===== src/rtl/frame_max16.sv =====
`default_nettype none
// ============================================================================
// Module      : frame_max16
// Description : Streaming per-frame peak detector. Reports the largest and
//               second-largest signed samples of each frame with indices.
// Revision    : 1.0 - initial release
// ============================================================================

module frame_max16 #(
    parameter int DATA_WIDTH = 10,
    parameter int FRAME_LEN  = 16,
    parameter int IDX_WIDTH  = 4
) (
    input  logic                         clk,
    input  logic                         rst_n,
    input  logic                         in_valid,
    input  logic signed [DATA_WIDTH-1:0] in_data,
    input  logic                         in_sof,
    output logic                         out_valid,
    output logic signed [DATA_WIDTH-1:0] max_val,
    output logic        [IDX_WIDTH-1:0]  max_idx,
    output logic signed [DATA_WIDTH-1:0] sec_val,
    output logic        [IDX_WIDTH-1:0]  sec_idx,
    output logic        [15:0]           frame_cnt,
    output logic                         abort
);

    localparam logic [IDX_WIDTH-1:0] c_LAST_IDX = IDX_WIDTH'(FRAME_LEN - 1);
    localparam logic [IDX_WIDTH-1:0] c_IDX_ONE  = IDX_WIDTH'(1);

    // Frame control state
    logic [IDX_WIDTH-1:0]         r_cnt;
    logic                         r_sec_ok;

    // Running per-frame results
    logic signed [DATA_WIDTH-1:0] r_run_max;
    logic        [IDX_WIDTH-1:0]  r_run_midx;
    logic signed [DATA_WIDTH-1:0] r_run_sec;
    logic        [IDX_WIDTH-1:0]  r_run_sidx;

    // Held output registers
    logic                         r_out_valid;
    logic signed [DATA_WIDTH-1:0] r_max_val;
    logic        [IDX_WIDTH-1:0]  r_max_idx;
    logic signed [DATA_WIDTH-1:0] r_sec_val;
    logic        [IDX_WIDTH-1:0]  r_sec_idx;
    logic        [15:0]           r_frame_cnt;
    logic                         r_abort;

    // Next-state view of the running registers including the current sample
    logic                         w_first;
    logic                         w_last;
    logic                         w_abort;
    logic        [IDX_WIDTH-1:0]  w_idx;
    logic signed [DATA_WIDTH-1:0] w_nmax;
    logic        [IDX_WIDTH-1:0]  w_nmidx;
    logic signed [DATA_WIDTH-1:0] w_nsec;
    logic        [IDX_WIDTH-1:0]  w_nsidx;
    logic                         w_nsec_ok;

    always_comb begin
        w_first   = in_sof || (r_cnt == '0);
        w_last    = !in_sof && (r_cnt == c_LAST_IDX);
        w_abort   = in_sof && (r_cnt != '0);
        w_idx     = in_sof ? '0 : r_cnt;
        w_nmax    = r_run_max;
        w_nmidx   = r_run_midx;
        w_nsec    = r_run_sec;
        w_nsidx   = r_run_sidx;
        w_nsec_ok = r_sec_ok;

        if (w_first) begin
            w_nmax    = in_data;
            w_nmidx   = '0;
            w_nsec_ok = 1'b0;
        end else if (in_data > r_run_max) begin
            // Strict compare keeps the earliest index on ties.
            w_nsec    = r_run_max;
            w_nsidx   = r_run_midx;
            w_nmax    = in_data;
            w_nmidx   = w_idx;
            w_nsec_ok = 1'b1;
        end else if (!r_sec_ok || (in_data > r_run_sec)) begin
            w_nsec    = in_data;
            w_nsidx   = w_idx;
            w_nsec_ok = 1'b1;
        end else begin
            w_nsec_ok = 1'b1;
        end
    end

    // Datapath registers are always overwritten by a frame's first sample.
    always_ff @(posedge clk) begin
        if (in_valid) begin
            r_run_max  <= w_nmax;
            r_run_midx <= w_nmidx;
            r_run_sec  <= w_nsec;
            r_run_sidx <= w_nsidx;
        end
    end

    always_ff @(posedge clk) begin
        if (!rst_n) begin
            r_cnt       <= '0;
            r_sec_ok    <= 1'b0;
            r_out_valid <= 1'b0;
            r_abort     <= 1'b0;
            r_max_val   <= '0;
            r_max_idx   <= '0;
            r_sec_val   <= '0;
            r_sec_idx   <= '0;
            r_frame_cnt <= '0;
        end else begin
            r_out_valid <= 1'b0;
            r_abort     <= 1'b0;
            if (in_valid) begin
                r_cnt    <= w_first ? c_IDX_ONE : r_cnt + c_IDX_ONE;
                r_sec_ok <= w_nsec_ok;
                r_abort  <= w_abort;
                if (w_last) begin
                    r_out_valid <= 1'b1;
                    r_max_val   <= w_nmax;
                    r_max_idx   <= w_nmidx;
                    r_sec_val   <= w_nsec;
                    r_sec_idx   <= w_nsidx;
                    r_frame_cnt <= r_frame_cnt + 16'd1;
                end
            end
        end
    end

    assign out_valid = r_out_valid;
    assign max_val   = r_max_val;
    assign max_idx   = r_max_idx;
    assign sec_val   = r_sec_val;
    assign sec_idx   = r_sec_idx;
    assign frame_cnt = r_frame_cnt;
    assign abort     = r_abort;

endmodule

`default_nettype wire


===== config.mk =====
export PLATFORM = sky130hd
export DESIGN_NAME = frame_max16
export DESIGN_NICKNAME = d
export VERILOG_FILES = /design/src/rtl/frame_max16.sv
export SDC_FILE = /design/constraint.sdc
export NUM_CORES = 1
export LEC_CHECK = 0
export ABC_AREA = 1
export CAP_MARGIN = 20
export CORE_ASPECT_RATIO = 2
export CORE_MARGIN = 2
export CORE_UTILIZATION = 35
export DETAILED_ROUTE_END_ITERATION = 7
export HOLD_SLACK_MARGIN = 0.12
export SLEW_MARGIN = 20
export SYNTH_ARGS = -nofsm -noshare
export SYNTH_HDL_FRONTEND = slang
export SYNTH_SLANG_ARGS = --single-unit

===== constraint.sdc =====
create_clock -name clk -period 5.4 [get_ports clk]
set_input_delay 1.35 -clock clk [delete_from_list [all_inputs] [get_ports clk]]
set_output_delay 1.35 -clock clk [all_outputs]
set_load 0.05 [all_outputs]

==> out/results.txt <==
Xor/xnor share of the synthesized area = 0.602%
First-pass GRT wire length = 18,300 µm
Worst hold path depth = 2
# fillers = 1,255
Routed len/inst = 14.2 µm
Number of buffers and inverters on the critical path = 3
# hold bufs at CTS = 0
Worst-margin pin slew = 0.645 ns
Reg2Reg Depth = 13
Hold EP = max_val[9]$_SDFFE_PN0P_
Synthesized instance count = 587
Setup CP Type = primary input to flop
Int Power = 1.09 mW
VDD IR max = 0.000203 V
Critical Path RT = 5.63 ns
Clock share of power = 41.5%
Reg area = 1860 µm²
R2R Path End = sec_val[1]$_SDFFE_PN0P_
Post-route clock period utilization = 70.4%
Resize count post-CTS = 0
Initial antenna violation count = 0
Placed Instance Area = 5030 µm²
Worst Clk Skew = 0.00703 ns
Total power divided by cell area = 275 nW/µm²
Hpwl dp = 8300 µm
Max-cap viol count = 0
Crit end category = flop
Antenna cells = 0
Worst path slowest cell = nand2_1
Post-route setup TNS = 0 ns
Area occupied by multi-input gates = 1930 µm²
Clk pin slew, worst setup/hold paths = 0.06 ns
RSZ-0062 raised after global routing = false
Slew margin rel. = 56.9%
Largest family of logic cells by synthesized area = simple AND/OR/NAND/NOR gates
Global route overflow = 0
Worst Setup Start Kind = primary input
Skew-Pair Late Insertion Delay = 0.33 ns
Yosys reg bits = 79
Global placement routability congestion = 0.832
Critical path's most frequent cell = nand2_1
Effective utilization at floorplan = 36.0%
Reg2reg setup slack = 2.72 ns
H-tree depth = 3
Adder-cell share of the synthesized area = 6.60%
Syn Nets = 624
Worst EP arrival = 4.04 ns
Post-synth cell types = 36
IO Port Bufs = 59
Row count = 57
Status = finished, final reports clean
Sequential area share after synthesis = 42.7%
Compound-Gate Fraction of Synth Area = 8.06%
Total wire length = 11,200 µm
DRT iter0 DRCs = 197
Hold Startpoint = max_val[9]$_SDFFE_PN0P_
DIE WIDTH = 82.9 µm
Drt pass-1 iters = 5
Ys Warns = 0
CTS max path bufs = 2
Final min period = 3.80 ns
Fin. Hold Viols = 0
Layout Cell Area excl Fill = 5340 µm²
Layout cell share with drive strength beyond 1 = 6.22%
Pleak = 2.48 nW
Nets = 675
Core ar. = 12,100 µm²
CTS buffer count = 9
Syn avg cell area = 7.43 µm²
Die ar. = 13,400 µm²
Post-synthesis mux area share = 0%
Fmax = 263 MHz
Drt drc = 0
Clk root buf = clkbuf_16
Sequential Power Share = 44.6%
Setup Viol. Count Final = 0
Logic pwr share = 13.9%
Vias in the first global route = 3,827
I/O pin count = 60
Sw frac = 25.9%
Synth Area in Simple Gates = 29.1%
Avg Vias per Cell = 4.87
Top delay family on crit path = simple AND/OR/NAND/NOR gates
CP max FO = 15
Cell Area, Synth = 4360 µm²
GRT Resource Usage Total = 17.2%
Post-route ant nets = 0
Via count = 3,851
CTS sink count = 79
CTS tree = built
Area Overhead vs Synth = 22.4%
R2r startpoint = r_run_sec[5]$_DFFE_PP_
Slowest cell delay on critical path = 0.55 ns
Setup Fix Bufs, Post-CTS = 0
Hold/Removal Path Class = flop to flop
Switch Pwr = 0.381 mW
Largest net degree at the start of global routing = 37
Max-slew violations = 0
Critical Path, Cell by Cell = clkdlybuf4s50_1, ha_1, nand2_1, inv_1, a21oi_1, nand3_1, nand2_1, nand3_2, nand2_1, nand2_1, nand3_1, nand3_1, nand2_1, inv_1
Chip Height = 162 µm
-- layer usage --
metal / global-route usage, % / vias up / wire length (µm)
li1: - / 1968 / -
met1: 17.9 / 1750 / 4270
met2: 31.1 / 109 / 5960
met3: 3.51 / 24 / 601
met4: 10.4 / 0 / 390
met5: 0 / - / 0
-- cell usage after synthesis, drive strengths merged --
cell type	n	share of area (%)
nor4	1	0.14
nand4	6	0.86
and3	1	0.14
o211ai	2	0.34
ha	23	6.6
nand2	130	12
nand3	84	10
nor2	50	5.0
edfxtp	28	19
or2	2	0.29
inv	114	9.8
a211oi	1	0.17
a21oi	19	2.4
buf	11	2.1
o21a	2	0.34
nor3b	1	0.17
o21bai	1	0.17
xor2	3	0.60
nor3	4	0.72
clkbuf	12	1.0
clkinv	1	0.086
o21ai	40	4.6
dfxtp	51	23
-- tightest hold or removal path: cells and delay by family, from the launching register on --
family | cells | cell delay, ns
flip-flops | 1 | 0.31
AND/OR/NAND/NOR | 1 | 0.07
AO/OA/AOI/OAI | 1 | 0.06
-- sequential cells by signal, summed over array words and instances (netlist names) --
name	count
frame_cnt	16
max_val	10
r_run_max	10
r_run_sec	10
sec_val	10
max_idx	4
r_cnt	4
r_run_midx	4
r_run_sidx	4
sec_idx	4
abort	1
out_valid	1
r_sec_ok	1
-- layout make-up --
| cell class | count | share of cell area (%) |
|---|---|---|
| Tap cell | 147 | 3.45 |
| Sequential cell | 79 | 34.9 |
| Clock buffer | 14 | 5.56 |
| Multi-Input combinational cell | 370 | 36.2 |
| Inverter | 115 | 8.09 |
| Clock inverter | 2 | 0.188 |
| Timing Repair Buffer | 63 | 11.6 |
-- worst max-delay path by stage --
stage | start | end | cells past startpoint
finish | in_data[9] | sec_val[1]$_SDFFE_PN0P_ | 14
global route | in_data[9] | sec_val[9]$_SDFFE_PN0P_ | 14
CTS | in_data[9] | sec_val[1]$_SDFFE_PN0P_ | 14
detailed placement | in_data[9] | sec_val[1]$_SDFFE_PN0P_ | 14
global placement | in_data[9] | sec_val[1]$_SDFFE_PN0P_ | 14
floorplan | in_data[9] | r_run_max[2]$_DFFE_PP_ | 12
-- placed cells by master, fill, tap and decap left out, types with 2 or more instances in the layout --
| cell | n |
|---|---|
| o21ai_0 | 27 |
| nand2_2 | 3 |
| inv_2 | 4 |
| nor2_1 | 43 |
| o21ai_1 | 13 |
| nand3_1 | 81 |
| ha_1 | 23 |
| a21oi_1 | 18 |
| dfxtp_1 | 51 |
| clkbuf_1 | 2 |
| nand2_4 | 2 |
| nand2_1 | 125 |
| nand4_1 | 6 |
| nor3_1 | 3 |
| inv_1 | 110 |
| clkbuf_16 | 11 |
| edfxtp_1 | 28 |
| buf_4 | 4 |
| xor2_1 | 3 |
| o211ai_1 | 2 |
| clkdlybuf4s50_1 | 59 |
| clkinv_2 | 2 |
| nor2_2 | 4 |
| o21a_1 | 2 |
| nand3_2 | 3 |
| nor2_4 | 3 |
-- per-stage QoR --
step,power [mW],hold WS [ns],std cells,util (%),worst slack [ns]
2_1_floorplan,0.812,0.473,587,-,2.40
3_5_place_dp,0.872,0.474,774,41.5,1.25
3_3_place_gp,0.865,0.461,774,41.5,1.36
6_report,1.47,0.484,790,44.0,1.60
5_1_grt,1.54,0.510,790,44.0,1.38
4_1_cts,1.49,0.487,790,44.0,1.59
-- power groups by stage --
stage | logic (mW) | clock network [mW] | registers (mW)
finish | 0.204 | 0.610 | 0.656
detailed placement | 0.203 | 0 | 0.668
global placement | 0.198 | 0 | 0.667
CTS | 0.205 | 0.629 | 0.655
global route | 0.234 | 0.648 | 0.658
floorplan | 0.148 | 0 | 0.664
-- cell families (layout without fill, tap and decap cells) --
group,Yosys count,in the layout
and+or+nand+nor,279,279
DFF,79,79
xor gates and xnor gates,3,3
buffers and inverters,138,194
AOI/OAI and AO/OA,65,65
adders and majority gates,23,23
Note: power is estimated with default switching activity, not from simulation.
==> variant 1, RTL diff (same settings) <==
`DATA_WIDTH`: 10 -> 9.
--- a/src/rtl/frame_max16.sv
+++ b/src/rtl/frame_max16.sv
@@ -9,3 +9,3 @@
 module frame_max16 #(
-    parameter int DATA_WIDTH = 10,
+    parameter int DATA_WIDTH = 9,
     parameter int FRAME_LEN  = 16,
Ports: changed (resized in_data, max_val and sec_val); port bits go from 60 to 57. No check against the original RTL was run, so the function may have changed too.
==> variant 1 against the original RTL <==
Worst setup slack got worse by 200 ps. Power fell by 6.2%. Clock skew rose by 1.2 ps. Wire length fell by 6.3%. Design area fell by 6.3%. Synthesized area fell by 6.7%. Synthesized cell count fell by 7.0%. Sequential cell count fell by 4. Combinational power fell by 14%. Critical path type unchanged.
==> variant 1: results (changes against the original RTL) <==
| Metric | Value |
|---|---|
| Pint | `0.9879 mW (-9.2%)` |
| Dpl ws | `1119 ps (-129.5 ps)` |
| Hold slack | `479.5 ps (-4.693 ps)` |
| Largest cells by area after synthesis | `dfxtp_1 24%, edfxtp_1 19%, nand2_1 11%` |
| Detailed-placement wirelength estimate | `7903 um (-4.8%)` |
| Status | `finished clean` |
| Vias | `3593 (-6.7%)` |
| Largest net degree at the start of global routing | `46 (+24%)` |
| Final Wtd Congestion | `0.8644 (+3.9%)` |
| FILL cells | `1186 (-5.5%)` |
| Dpl cells | `724 (-6.5%)` |
| Clock Skew | `8.277 ps (+1.243 ps)` |
| Global-route met3 utilization | `0.03057 (-0.004496)` |
| Final Routed Wirelength | `10510 um (-6.3%)` |
| Xor/xnor share of the synthesized area | `0.006460 (+0.0004355)` |
| Syn_nets | `580 (-7.1%)` |
| Worst path max stage delay | `630 ps (+80 ps)` |
| Arr. time, crit path | `4290 ps (+250 ps)` |
| Vias per std cell | `4.855 (-0.40%)` |
| Syn_area_per_cell | `7.450 um^2 (+0.26%)` |
| Core Util, Final | `0.4407 (about the same)` |
| GRT Util Overall | `0.1747 (+0.002991)` |
| Yosys cell types | `31 (-14%)` |
| CP startpoint | `in_data[8]` |
| LEAKAGE | `2.272 nW (-8.5%)` |
| Area share of fa/ha/maj cells after synthesis | `0.06460 (-0.001383)` |
| IO buf count | `56 (-5.1%)` |
| Wl on met1 | `4015 um (-6.0%)` |
| Post-Place Cell Area | `4712 um^2 (-6.3%)` |
| Slew margin rel. | `0.3280 (-0.2414)` |
| Post-synth top cells | `116 x nand2_1, 81 x inv_1, 66 x nor2_1` |
## variant 1: worst min path at each step
stage	start	end
after global routing	frame_cnt[14]	frame_cnt[14]
after detailed placement	frame_cnt[12]	frame_cnt[12]
after global placement	frame_cnt[14]	frame_cnt[14]
after CTS	frame_cnt[12]	frame_cnt[12]
final	frame_cnt[12]	frame_cnt[12]
after floorplan	r_cnt[1]	r_cnt[1]
## variant 1: power groups by stage
stage | clock network (mW) | registers [mW] | logic [mW]
after floorplan | 0 | 0.629 | 0.130
after global placement | 0 | 0.636 | 0.172
after detailed placement | 0 | 0.636 | 0.175
after CTS | 0.603 | 0.623 | 0.176
after global routing | 0.617 | 0.626 | 0.200
final | 0.581 | 0.624 | 0.175
## variant 1: area by class of cell
class,instances,share of cell area
multi-input combinational,363,0.3743
sequential,75,0.3521
timing repair buffer,57,0.1135
inverter,87,0.06627
clock buffer,9,0.04501
tap,142,0.03551
clock inverter,7,0.01325
==> variant 2, RTL diff (same settings) <==
Without the edit above. Put one more register stage on the output `max_val`. The value now appears one clock later. The other outputs are not delayed to match.
--- a/src/rtl/frame_max16.sv
+++ b/src/rtl/frame_max16.sv
@@ -132,3 +132,9 @@
     assign out_valid = r_out_valid;
-    assign max_val   = r_max_val;
+    always_ff @(posedge clk) begin
+        if (!rst_n) begin
+            max_val <= '0;
+        end else begin
+            max_val <= r_max_val;
+        end
+    end
     assign max_idx   = r_max_idx;
Check against the original RTL: same outputs for any inputs over 10 cycles, from zero or initial values and one cycle with rst_n low; that may be too few to reach the edited logic, so the function may still have changed.
==> variant 2 against the original RTL <==
Sequential cell count up 10. Worst setup slack got worse by 76 ps. Global-route usage rose by 0.17 points. Synthesized area up 6.5%. Power rose by 7.6%. Design area grew 6.0%. Wire length up 5.6%. Clock power grew 6.6%. Final cell count increased by 4.6%. Die area grew 6.3%. Highest routed layer unchanged. Worst hold slack lost 47 ps.
==> variant 2: results (changes against the original RTL) <==
| Metric | Value |
|---|---|
| Seq pwr share | `0.460 (+0.014)` |
| Sequential cell power | `0.727 mW (+11%)` |
| Post-CTS Setup Bufs | `0 (unchanged)` |
| Drt initial violations | `258 (+31%)` |
| CP max stage cell | `clkdlybuf4s50_1` |
| Initial antenna violation count | `0 (unchanged)` |
| Ant. Diodes | `0 (unchanged)` |
| Clock Tree Root | `clkbuf_16` |
| Slew margin rel. | `0.4425 (-0.1268)` |
| Largest cells by area after synthesis | `dfxtp_1 26%, edfxtp_1 18%, nand2_1 12%` |
| Post-cts sizing count | `0 (unchanged)` |
| First-pass detailed-route iteration total | `4 (-1)` |
| Final non-filler cell total | `826 (+4.6%)` |
| Post-Place Cell Area | `5341 um^2 (+6.2%)` |
| Syn_nets | `654 (+4.8%)` |
| FILL cells | `1334 (+6.3%)` |
| Yosys Warn Count | `0 (unchanged)` |
| Final Wtd Congestion | `0.8591 (+3.3%)` |
| Arr. time, crit path | `4120 ps (+80 ps)` |
| Clock Skew | `6.123 ps (-0.9112 ps)` |
| Proportion of layout cells with a drive suffix above 1 | `0.07864 (+0.01643)` |
| Clk network pwr share | `0.411 (-0.004)` |
| Post-synth top cells | `148 x nand2_1, 120 x inv_1, 69 x nand3_1` |
| GRT Util Overall | `0.1734 (+0.001665)` |
| Final Routed Wirelength | `11860 um (+5.6%)` |
| Sequential share of the synthesized area | `0.4438 (+0.01700)` |
| Nets | `706 (+4.6%)` |
| Largest net degree at the start of global routing | `36 (-2.7%)` |
| VDD IR max | `182.0 uV (-10%)` |
| Detailed-placement wirelength estimate | `8726 um (+5.2%)` |
| Vias | `3945 (+2.4%)` |
| CP Max Fanout | `15 (unchanged)` |
| Status | `finished clean` |
| Hold WC Path Type | `reg -> reg` |
| First-pass GRT wire length | `19340 um (+5.4%)` |
| Post-synth EDFFs | `28 (unchanged)` |
| Reg2Reg Depth | `14 (+1)` |
| LEAKAGE | `2.801 nW (+13%)` |
| CTS Buf Count | `9 (unchanged)` |
| Yosys cell types | `34 (-5.6%)` |
| Dpl cells | `810 (+4.7%)` |
| Synth Instances | `617 (+5.1%)` |
| Antenna Nets Post-Route | `0 (unchanged)` |
| GR Overflow Total | `0 (unchanged)` |
| H-Tree Depth | `3 (unchanged)` |
| Number of global-route vias before repair | `3985 (+4.1%)` |
| Clock Pin Slew Worst Setup and Hold Paths | `70 ps` |
| Hold Path Stages | `2 (unchanged)` |
| IO buf count | `59 (unchanged)` |
| Dpl ws | `1177 ps (-71.93 ps)` |
| Clock latency at the later pin of the worst-skew pair | `350 ps (+20 ps)` |
| Async SR Flop Fraction | `0 (unchanged)` |
| CTS Buffer Depth | `2 (unchanged)` |
| Worst path max stage delay | `around 560 ps` |
| Psw | `0.4249 mW (+11%)` |
==> variant 2: changes by cell type after synthesis, moves of 8 or more <==
| cell | before | now |
|---|---|---|
| nand2_1 | 125 | 148 |
| nand3_1 | 81 | 69 |
| dfxtp_1 | 51 | 61 |
| inv_1 | 110 | 120 |
| o21ai_2 | 0 | 10 |
| o21ai_0 | 27 | 19 |
==> variant 2: metal layers <==
layer / vias up / global-route usage / wire length [um]
li1: 2047 / - / -
met1: 1812 / 0.1753 / 4410
met2: 74 / 0.3376 / 6840
met3: 12 / 0.03271 / 378
met4: 0 / 0.06418 / 227
met5: - / 0 / 0
==> variant 2: path summary, 6_finish.rpt <==
check / start / endpoint / slack [ps]
setup reg to reg: r_run_sec[9] / sec_val[5] / 2730
hold reg to reg: r_max_val[2] / max_val[2] / 440
setup / recovery: in_data[9] / sec_val[5] / 1520
hold / removal: r_max_val[2] / max_val[2] / 440
==> variant 2: critical path: cells and delay by family <==
family | cells | cell delay [ps]
adder cells (fa/ha/maj) | 1 | 410
buffers and inverters | 3 | 640
AND/OR/NAND/NOR | 9 | 1480
AO/OA/AOI/OAI | 1 | 210
==> variant 2: kinds of logic after synthesis <==
family,share of synthesized area
buffers and inverters,0.1242
xor gates and xnor gates,0.003771
adders and majority gates,0.06195
AOI/OAI and AO/OA,0.08564
DFF,0.4438
and+or+nand+nor,0.2806
==> variant 2: final cells by class <==
type | count | area [um^2] | share of cell area
Sequential cell | 89 | 2062 | 0.3645
Multi-Input combinational cell | 383 | 2007 | 0.3548
Timing Repair Buffer | 63 | 620.6 | 0.1097
Inverter | 123 | 461.7 | 0.08162
Clock buffer | 11 | 275.3 | 0.04866
Tap cell | 152 | 190.2 | 0.03362
Clock inverter | 5 | 40.04 | 0.007078
